## src/rtl/crypto_sha256_fu_pkg.sv

```systemverilog
`default_nettype none
// ============================================================================
// Module      : crypto_sha256_fu_pkg
// Description : Shared definitions for the SHA-256 functional unit.
//               Holds the datapath width, tag width, op encoding, the
//               buffered result entry type and the 32-bit rotate helper.
// Revision    : 1.0 - initial release
// ============================================================================
package crypto_sha256_fu_pkg;

  // Datapath width: 32 or 64. On 64-bit machines the 32-bit SHA results are
  // sign-extended from bit 31.
  localparam int XLEN          = 64;
  localparam int TRANS_ID_BITS = 3;

  typedef enum logic [1:0] {
    SHA256_SUM0 = 2'd0,
    SHA256_SUM1 = 2'd1,
    SHA256_SIG0 = 2'd2,
    SHA256_SIG1 = 2'd3
  } sha256_op_e;

  typedef struct packed {
    logic [XLEN-1:0]          result;
    logic [TRANS_ID_BITS-1:0] trans_id;
  } sha256_entry_t;

  // Rotate right on a 32-bit word; n is always a constant 1..31 here.
  function automatic logic [31:0] ror32(input logic [31:0] x, input int unsigned n);
    return (x >> n) | (x << (32 - n));
  endfunction

endpackage
`default_nettype wire

```

## src/rtl/crypto_sha256_fu_result_fifo.sv

```systemverilog
`default_nettype none
// ============================================================================
// Module      : crypto_result_fifo
// Description : Small circular buffer of tagged SHA-256 results between the
//               evaluation stage and the writeback port.
// Revision    : 1.0 - initial release
//
// Ports:
//   clk_i      in   clock
//   rst_ni     in   synchronous active-low reset (buffer empty)
//   flush_i    in   discard all entries; beats same-cycle push and pop
//   push_i     in   write push_data_i at the tail
//   push_data_i in  entry to write
//   pop_i      in   consume the head entry
//   count_o    out  number of valid entries (0..DEPTH)
//   empty_o    out  no valid entries
//   head_o     out  head entry, all zero when empty
// ============================================================================
module crypto_result_fifo
  import crypto_sha256_fu_pkg::*;
#(
  parameter  int DEPTH = 3,
  localparam int CNT_W = $clog2(DEPTH + 1)
) (
  input  logic              clk_i,
  input  logic              rst_ni,
  input  logic              flush_i,
  input  logic              push_i,
  input  sha256_entry_t     push_data_i,
  input  logic              pop_i,
  output logic [CNT_W-1:0]  count_o,
  output logic              empty_o,
  output sha256_entry_t     head_o
);

  localparam int PTR_W = (DEPTH > 1) ? $clog2(DEPTH) : 1;

  sha256_entry_t    mem [DEPTH];
  logic [PTR_W-1:0] wr_ptr;
  logic [PTR_W-1:0] rd_ptr;
  logic [CNT_W-1:0] count;
  logic             full;
  logic             empty;
  logic             do_push;
  logic             do_pop;

  // Pointers wrap at DEPTH, which need not be a power of two.
  function automatic logic [PTR_W-1:0] next_ptr(input logic [PTR_W-1:0] p);
    return (p == PTR_W'(DEPTH - 1)) ? '0 : p + PTR_W'(1);
  endfunction

  assign full    = (count == CNT_W'(DEPTH));
  assign empty   = (count == '0);
  assign do_pop  = pop_i && !empty;
  // A push into a full buffer is only safe when the head leaves this cycle.
  assign do_push = push_i && (!full || do_pop);

  always_ff @(posedge clk_i) begin
    if (!rst_ni) begin
      wr_ptr <= '0;
      rd_ptr <= '0;
      count  <= '0;
    end else if (flush_i) begin
      wr_ptr <= '0;
      rd_ptr <= '0;
      count  <= '0;
    end else begin
      if (do_push) wr_ptr <= next_ptr(wr_ptr);
      if (do_pop)  rd_ptr <= next_ptr(rd_ptr);
      case ({do_push, do_pop})
        2'b10:   count <= count + CNT_W'(1);
        2'b01:   count <= count - CNT_W'(1);
        default: count <= count;
      endcase
    end
  end

  // Storage needs no reset: entries are only visible through count.
  always_ff @(posedge clk_i) begin
    if (rst_ni && !flush_i && do_push) begin
      mem[wr_ptr] <= push_data_i;
    end
  end

  assign count_o = count;
  assign empty_o = empty;
  assign head_o  = empty ? '0 : mem[rd_ptr];

endmodule
`default_nettype wire

```

## src/rtl/crypto_sha256_fu.sv

```systemverilog
`default_nettype none
// ============================================================================
// Module      : crypto_sha256_fu
// Description : Pipelined SHA-256 sigma/sum functional unit. Stage S1
//               registers the issued op; stage S2 evaluates it
//               combinationally and pushes the tagged result into a small
//               buffer so writeback backpressure never stalls evaluation.
// Revision    : 1.0 - initial release
//
// Ports:
//   clk_i           in   clock
//   rst_ni          in   synchronous active-low reset
//   flush_i         in   kill all in-flight and buffered ops
//   valid_i         in   issue offers an op
//   ready_o         out  unit can accept this cycle (registered state only)
//   op_i            in   0=SUM0 1=SUM1 2=SIG0 3=SIG1
//   rs1_i           in   source operand, only [31:0] used
//   trans_id_i      in   scoreboard tag
//   result_valid_o  out  buffer head valid
//   result_ready_i  in   writeback consumes head
//   result_o        out  head result (0 when empty)
//   trans_id_o      out  head tag (0 when empty)
// ============================================================================
module crypto_sha256_fu
  import crypto_sha256_fu_pkg::*;
#(
  parameter int FIFO_DEPTH = 3
) (
  input  logic                     clk_i,
  input  logic                     rst_ni,
  input  logic                     flush_i,
  input  logic                     valid_i,
  output logic                     ready_o,
  input  logic [1:0]               op_i,
  input  logic [XLEN-1:0]          rs1_i,
  input  logic [TRANS_ID_BITS-1:0] trans_id_i,
  output logic                     result_valid_o,
  input  logic                     result_ready_i,
  output logic [XLEN-1:0]          result_o,
  output logic [TRANS_ID_BITS-1:0] trans_id_o
);

  localparam int CNT_W = $clog2(FIFO_DEPTH + 1);

  // S1 registers
  logic                     s1_valid;
  sha256_op_e               s1_op;
  logic [31:0]              s1_x;
  logic [TRANS_ID_BITS-1:0] s1_tag;

  logic                     accept;
  logic [CNT_W-1:0]         fifo_count;
  logic                     fifo_empty;
  logic [CNT_W:0]           occupancy;
  logic [31:0]              sha_result;
  logic [XLEN-1:0]          result_ext;
  sha256_entry_t            push_entry;
  sha256_entry_t            head_entry;

  // Ready counts the op sitting in S1 as already occupying a buffer slot, so
  // the buffer can never overflow and ready never depends on this cycle's
  // inputs.
  assign occupancy = {1'b0, fifo_count} + {{CNT_W{1'b0}}, s1_valid};
  assign ready_o   = (occupancy < (CNT_W + 1)'(FIFO_DEPTH));
  assign accept    = valid_i && ready_o && !flush_i;

  always_ff @(posedge clk_i) begin
    if (!rst_ni) begin
      s1_valid <= 1'b0;
      s1_op    <= SHA256_SUM0;
      s1_x     <= '0;
      s1_tag   <= '0;
    end else if (flush_i) begin
      s1_valid <= 1'b0;
    end else begin
      s1_valid <= accept;
      if (accept) begin
        s1_op  <= sha256_op_e'(op_i);
        s1_x   <= rs1_i[31:0];
        s1_tag <= trans_id_i;
      end
    end
  end

  // S2: sigma/sum evaluation on the S1 operand
  always_comb begin
    sha_result = '0;
    case (s1_op)
      SHA256_SUM0: sha_result = ror32(s1_x, 2)  ^ ror32(s1_x, 13) ^ ror32(s1_x, 22);
      SHA256_SUM1: sha_result = ror32(s1_x, 6)  ^ ror32(s1_x, 11) ^ ror32(s1_x, 25);
      SHA256_SIG0: sha_result = ror32(s1_x, 7)  ^ ror32(s1_x, 18) ^ (s1_x >> 3);
      SHA256_SIG1: sha_result = ror32(s1_x, 17) ^ ror32(s1_x, 19) ^ (s1_x >> 10);
      default:     sha_result = '0;
    endcase
  end

  generate
    if (XLEN > 32) begin : g_xlen_wide
      assign result_ext = {{(XLEN - 32){sha_result[31]}}, sha_result};
      // Upper operand bits are architecturally ignored.
      logic unused_rs1_hi;
      assign unused_rs1_hi = ^rs1_i[XLEN-1:32];
    end else begin : g_xlen32
      assign result_ext = sha_result;
    end
  endgenerate

  assign push_entry.result   = result_ext;
  assign push_entry.trans_id = s1_tag;

  crypto_result_fifo #(
    .DEPTH (FIFO_DEPTH)
  ) u_result_fifo (
    .clk_i       (clk_i),
    .rst_ni      (rst_ni),
    .flush_i     (flush_i),
    .push_i      (s1_valid),
    .push_data_i (push_entry),
    .pop_i       (result_valid_o && result_ready_i),
    .count_o     (fifo_count),
    .empty_o     (fifo_empty),
    .head_o      (head_entry)
  );

  assign result_valid_o = !fifo_empty;
  assign result_o       = head_entry.result;
  assign trans_id_o     = head_entry.trans_id;

endmodule
`default_nettype wire

```

## config.mk

```make
export PLATFORM = sky130hd
export DESIGN_NAME = crypto_sha256_fu
export DESIGN_NICKNAME = d
export VERILOG_FILES = /design/src/rtl/crypto_sha256_fu_pkg.sv /design/src/rtl/crypto_sha256_fu_result_fifo.sv /design/src/rtl/crypto_sha256_fu.sv
export SDC_FILE = /design/constraint.sdc
export NUM_CORES = 1
export LEC_CHECK = 0
export BUFFER_PORTS_ARGS = -buffer_cell sky130_fd_sc_hd__buf_2
export CAP_MARGIN = 0
export CORE_MARGIN = 5
export CORE_UTILIZATION = 60
export CTS_BUF_LIST = sky130_fd_sc_hd__clkbuf_4 sky130_fd_sc_hd__clkbuf_8
export DETAILED_ROUTE_END_ITERATION = 12
export PLACE_DENSITY_LB_ADDON = 0.25
export SYNTH_ARGS = -nofsm -noshare
export SYNTH_HDL_FRONTEND = slang
export SYNTH_SLANG_ARGS = --single-unit
export TNS_END_PERCENT = 100
```

## constraint.sdc

```tcl
create_clock -name clk_i -period 6.81 [get_ports clk_i]
set_clock_uncertainty 0.2 [all_clocks]
set_input_delay 0.681 -clock clk_i [delete_from_list [all_inputs] [get_ports clk_i]]
set_output_delay 0.681 -clock clk_i [all_outputs]
set_load 0.02 [all_outputs]
```

# Word-level counts from Yosys, hierarchy flattened
# Memories as Yosys holds them, arrays and structs flattened. A register that Yosys moved wholly into a read port is not among the register bits.
# Index checks and enable logic that the tools add are counted.
# word_totals
latchBits,0
in_bits,74
out_inout_bits,69
wordCells,67
rom_bits,0
ram_bits,201
ff_bits,44
memories,1
# op_classes
add_sub_neg,5
magnitude_cmp,1
n_reduce_logical,16
bitwise,20
multipliers,0
eq_ne,8
shifts,0
n_mux,9
div,0
# memory_table
memory,words,word_bits,rd,rd_ports_with_merged_regs,wr,line,text
u_result_fifo.mem,3,67,1,1,1,crypto_sha256_fu_result_fifo.sv:38,sha256_entry_t mem [DEPTH];
# op_table
operator,count
$xor A32 B32 Y32,6
$pmux W32 S4,1
$mux W67,1
$or A10 B32 Y32,1
$or A13 B32 Y32,1
$or A14 B32 Y32,1
$or A15 B32 Y32,1
$or A19 B32 Y32,1
$or A21 B32 Y32,1
$or A25 B32 Y32,1
$or A26 B32 Y32,1
$or A30 B32 Y32,1
$or A7 B32 Y32,1
$xor A32 B22 Y32,1
$xor A32 B29 Y32,1
$eq A2 B2 Y1 const B,6
$mux W2,4
$logic_and A1 B1 Y1,7
$add A2 B1 Y2 const B,3
$eq A2 B1 Y1 const B,2
$logic_not A2 Y1,2
$pmux W2 S2,1
$add A2 B1 Y3,1
$logic_not A1 Y1,3
other kinds (8),10

# Depth between registers and ports, before layout
# depth
ltp_word,9
ltp_mapped,8
depth_no_buf,6

# Hierarchy
# A second synthesis with hierarchy kept.
# hier_totals
hier_cells,1002
hier_area_um2,12811.0
# modules_own_cells
module,seq_area_each_um2,area_per_inst_um2,n_inst,cells_per_inst
crypto_result_fifo,6195.9,8206.6,1,466
crypto_sha256_fu,760.7,4604.4,1,536

# Least setup slack after synthesis
# Ideal clock, no wire load.
# synth_timing
path_kind,input to register
from,input flush_i
to,"memory u_result_fifo.mem[2][0] in the netlist's numbering, enable pin"
n_path_buf,1
setup_time_ns,0.478
slack_ns,2.223
required_ns,6.132
t_arrival_ns,3.908
path_stages,4
path_cell_list,nand2b_1 -> buf_1 -> or2_2 -> nor3b_1
# synth_via
elab_chain_cells,5
# synth_rtl
item,line,text
start: declaration,crypto_sha256_fu.sv:31,"input logic flush_i,"
$logic_not A1 Y1,crypto_sha256_fu_result_fifo.sv:80,if (rst_ni && !flush_i && do_push) begin
$logic_and A1 B1 Y1 (2 in series),crypto_sha256_fu_result_fifo.sv:80,
$mux W1,crypto_sha256_fu_result_fifo.sv:80,
$mux W1 (implied by the code),crypto_sha256_fu_result_fifo.sv:81,mem[wr_ptr] <= push_data_i;
end: declaration,crypto_sha256_fu_result_fifo.sv:38,
# No other way between the ends.

==> metrics.txt <==
CP startpoint kind=flip-flop; syn avg cell area=10.49 sq um; Worst-Margin Slew=1.156 ns; maximum vdd ir drop=110.5 uV; final std cells w/o fill=1,110; DR DRC count=0; first-pass GRT wire length=31,800 microns; Buffers & Inverters on Critical Path=3; Final Critical Period=3.103 ns; CTS tree=done; Port-buffer cells=110; DIE AREA=17,950 sq um; crit path DAT=2.22 ns; leakage power total=3.648 nW; grt ovf=0; CTS Buf Count=17; synthesis-to-layout area growth=5.616%; gr usage total=22.87%; Mapped Nets=955; clock insertion delay at the later pin of the skew report=0.47 ns; register area share after synthesis=44.17%; Largest stage delay, worst path=0.48 ns; total core area=15,150 sq um; worst hold path type=in2reg; Row Count=45; critical path's top delay family=buffers and inverters; critical path endpoint category=output pin; Via density=5.691; die height=134.0 microns; RSZ-0062 raised after global routing=false; Crit Path Class=reg2out; initial drt markers=546; Async SR Flop Fraction=0%; Max-Cap Viols=0; required time of the critical path=5.93 ns; xor/xnor share of the synthesized area=21.53%; clk root buf=clkbuf_8; Max-slew headroom=22.91%; Final nets=985; CTS Sinks=151; cell count after synthesis=879; Max FO, Critical Path=35; gpl congestion=0.8778; vias after detailed routing=6,317; Post-CTS Resized=0; share of the synthesized area in the top cell type=34.18%; initial core utilization=60.90%; final wirelength=20,290 microns; DRT Pass-1 Iters=5; # placed instances=1,078; WL per Instance=18.28 microns; vias in the first global route=5,788; Synth Area in Adders=0.2713%; largest net degree at the start of global routing=71; fin crit share=45.56%; io pins=143; max frequency=0.3223 GHz; DP Wirelength=12,790 microns; Post-synth EDFFs=105; Post-Syn Area=9224 sq um; initial antenna violation count=0; outcome=finished, final reports clean; ant diodes=0; fraction of layout instances using a drive strength above 1=18.55%; Hold Buf Count CTS=0; Power Density=210.0 nW/um^2; Post-Synth Simple-Gate Area=8.831%; post-route ant nets=0; Hold Vio Cnt, Final=0; largest family of logic cells by synthesized area=XOR/XNOR gates; Synth Area in Compound Gates=12.66%; Main synth FF type=edfxtp_1; Worst path slowest cell=buf_4; mux contribution to synthesized area=3.907%; total setup buffers inserted after CTS=0; CP Cell Sequence=buf_4 > mux2i_1 > nor2_1 > a21oi_1 > nor2_1 > buf_4 > buf_2; Die Span X=134.0 microns; Clock transition at path regs=0.08 ns; final setup violation count=0; H-tree Lvls=4; Yosys top cell by area=edfxtp_1; Fin Setup TNS=0 ns; Synth Register Bits=151; dominant cells by area after synthesis=edfxtp_1 (34%), xnor2_1 (12%), dfxtp_1 (10%); synth warn=0; Synth cell types=42; number of max-slew violations in the final report=0; Max Root-Sink Buffers=2
[path summary, 6_finish.rpt]
kind	start	to	slack [ns]	cells after the start
min reg2reg	s1_tag[0]	u_result_fifo.mem[0][0]	0.30	0
max	flip-flop	result_o[59]	3.71	7
min	rs1_i[2]	s1_x[2]	0.24	3
max reg2reg	s1_op[1]	u_result_fifo.mem[2][11]	3.93	4
[state kept, by name, summed over array words and instances, names as in the netlist, named ones only]
signal / flops
s1_op: 2
s1_tag: 3
s1_valid: 1
s1_x: 32
u_result_fifo.count_o: 2
u_result_fifo.mem: 105
u_result_fifo.rd_ptr: 2
u_result_fifo.wr_ptr: 2
[layout by cell type (no fill, tap or decap), types with 6 or more instances in the layout]
cell        n
xnor2_1   126
buf_2     110
edfxtp_1  105
a21oi_1    92
nor2_1     86
nand2_1    83
xor2_1     44
dfxtp_1    44
mux2i_1    36
a21boi_0   36
a221oi_1   20
xnor3_1    17
clkbuf_8   17
buf_4      12
and2_1      6
a22oi_1     6
xor2_2      6
nor3_1      6
[cells by family after synthesis]
family	after synthesis
AOI/OAI and AO/OA	181
xor gates and xnor gates	194
adders and majority gates	2
buffers and inverters	116
DFF	151
muxes	36
and+or+nand+nor	199
[worst reg2reg max path: cells and delay by family, from the launching register on]
kind                   cells  cell delay, ns
AOI/OAI and AO/OA          2            0.67
buffers and inverters      1            0.42
and+or+nand+nor            1            1.00
DFF                        1            0.31
[where the power goes]
group / internal (W) / switching [W] / leakage, nW
combinational: 0.000136 / 0.000145 / 2.13
sequential: 0.00102 / 0.0000566 / 1.33
clock: 0.000332 / 0.000360 / 0.188
total: 0.00148 / 0.000562 / 3.65
[layer usage]
metal  GRT usage, %  routed length [microns]  vias up
li1               -                        -     3041
met2          34.78                     9052      266
met1          31.78                     8918     2957
met3          5.664                     1783       53
met5              0                        0        -
met4          8.857                      534        0
[cell usage after synthesis, drive strengths merged (6+ instances only)]
| master | number |
|---|---|
| a21boi | 37 |
| a21oi | 93 |
| a221oi | 20 |
| a22oi | 6 |
| and2 | 6 |
| buf | 90 |
| clkbuf | 21 |
| dfxtp | 46 |
| edfxtp | 105 |
| mux2i | 36 |
| nand2 | 83 |
| nor2 | 88 |
| nor3 | 7 |
| xnor2 | 127 |
| xnor3 | 17 |
| xor2 | 50 |
[through the flow]
stage	util [%]	hold slack (ns)	cell area, sq um	power [W]	setup slack [ns]
after detailed placement	61.68	0.2821	9341	0.001369	3.707
after floorplan	-	0.2427	9224	0.001306	2.223
after global routing	64.32	0.2289	9742	0.002124	3.518
final	64.32	0.2416	9742	0.002046	3.707
after global placement	61.68	0.2823	9341	0.001363	3.684
after CTS	64.32	0.2197	9742	0.002052	3.649
[cell type report]
class | count | area (sq um)
clock inverter | 15 | 166.4
tap | 188 | 235.2
sequential | 151 | 4076
fill | 1229 | 5404
timing repair buffer | 122 | 640.6
multi-input combinational | 612 | 4370
inverter | 5 | 18.77
clock buffer | 17 | 234.0
Note: power is estimated with default switching activity, not from simulation.
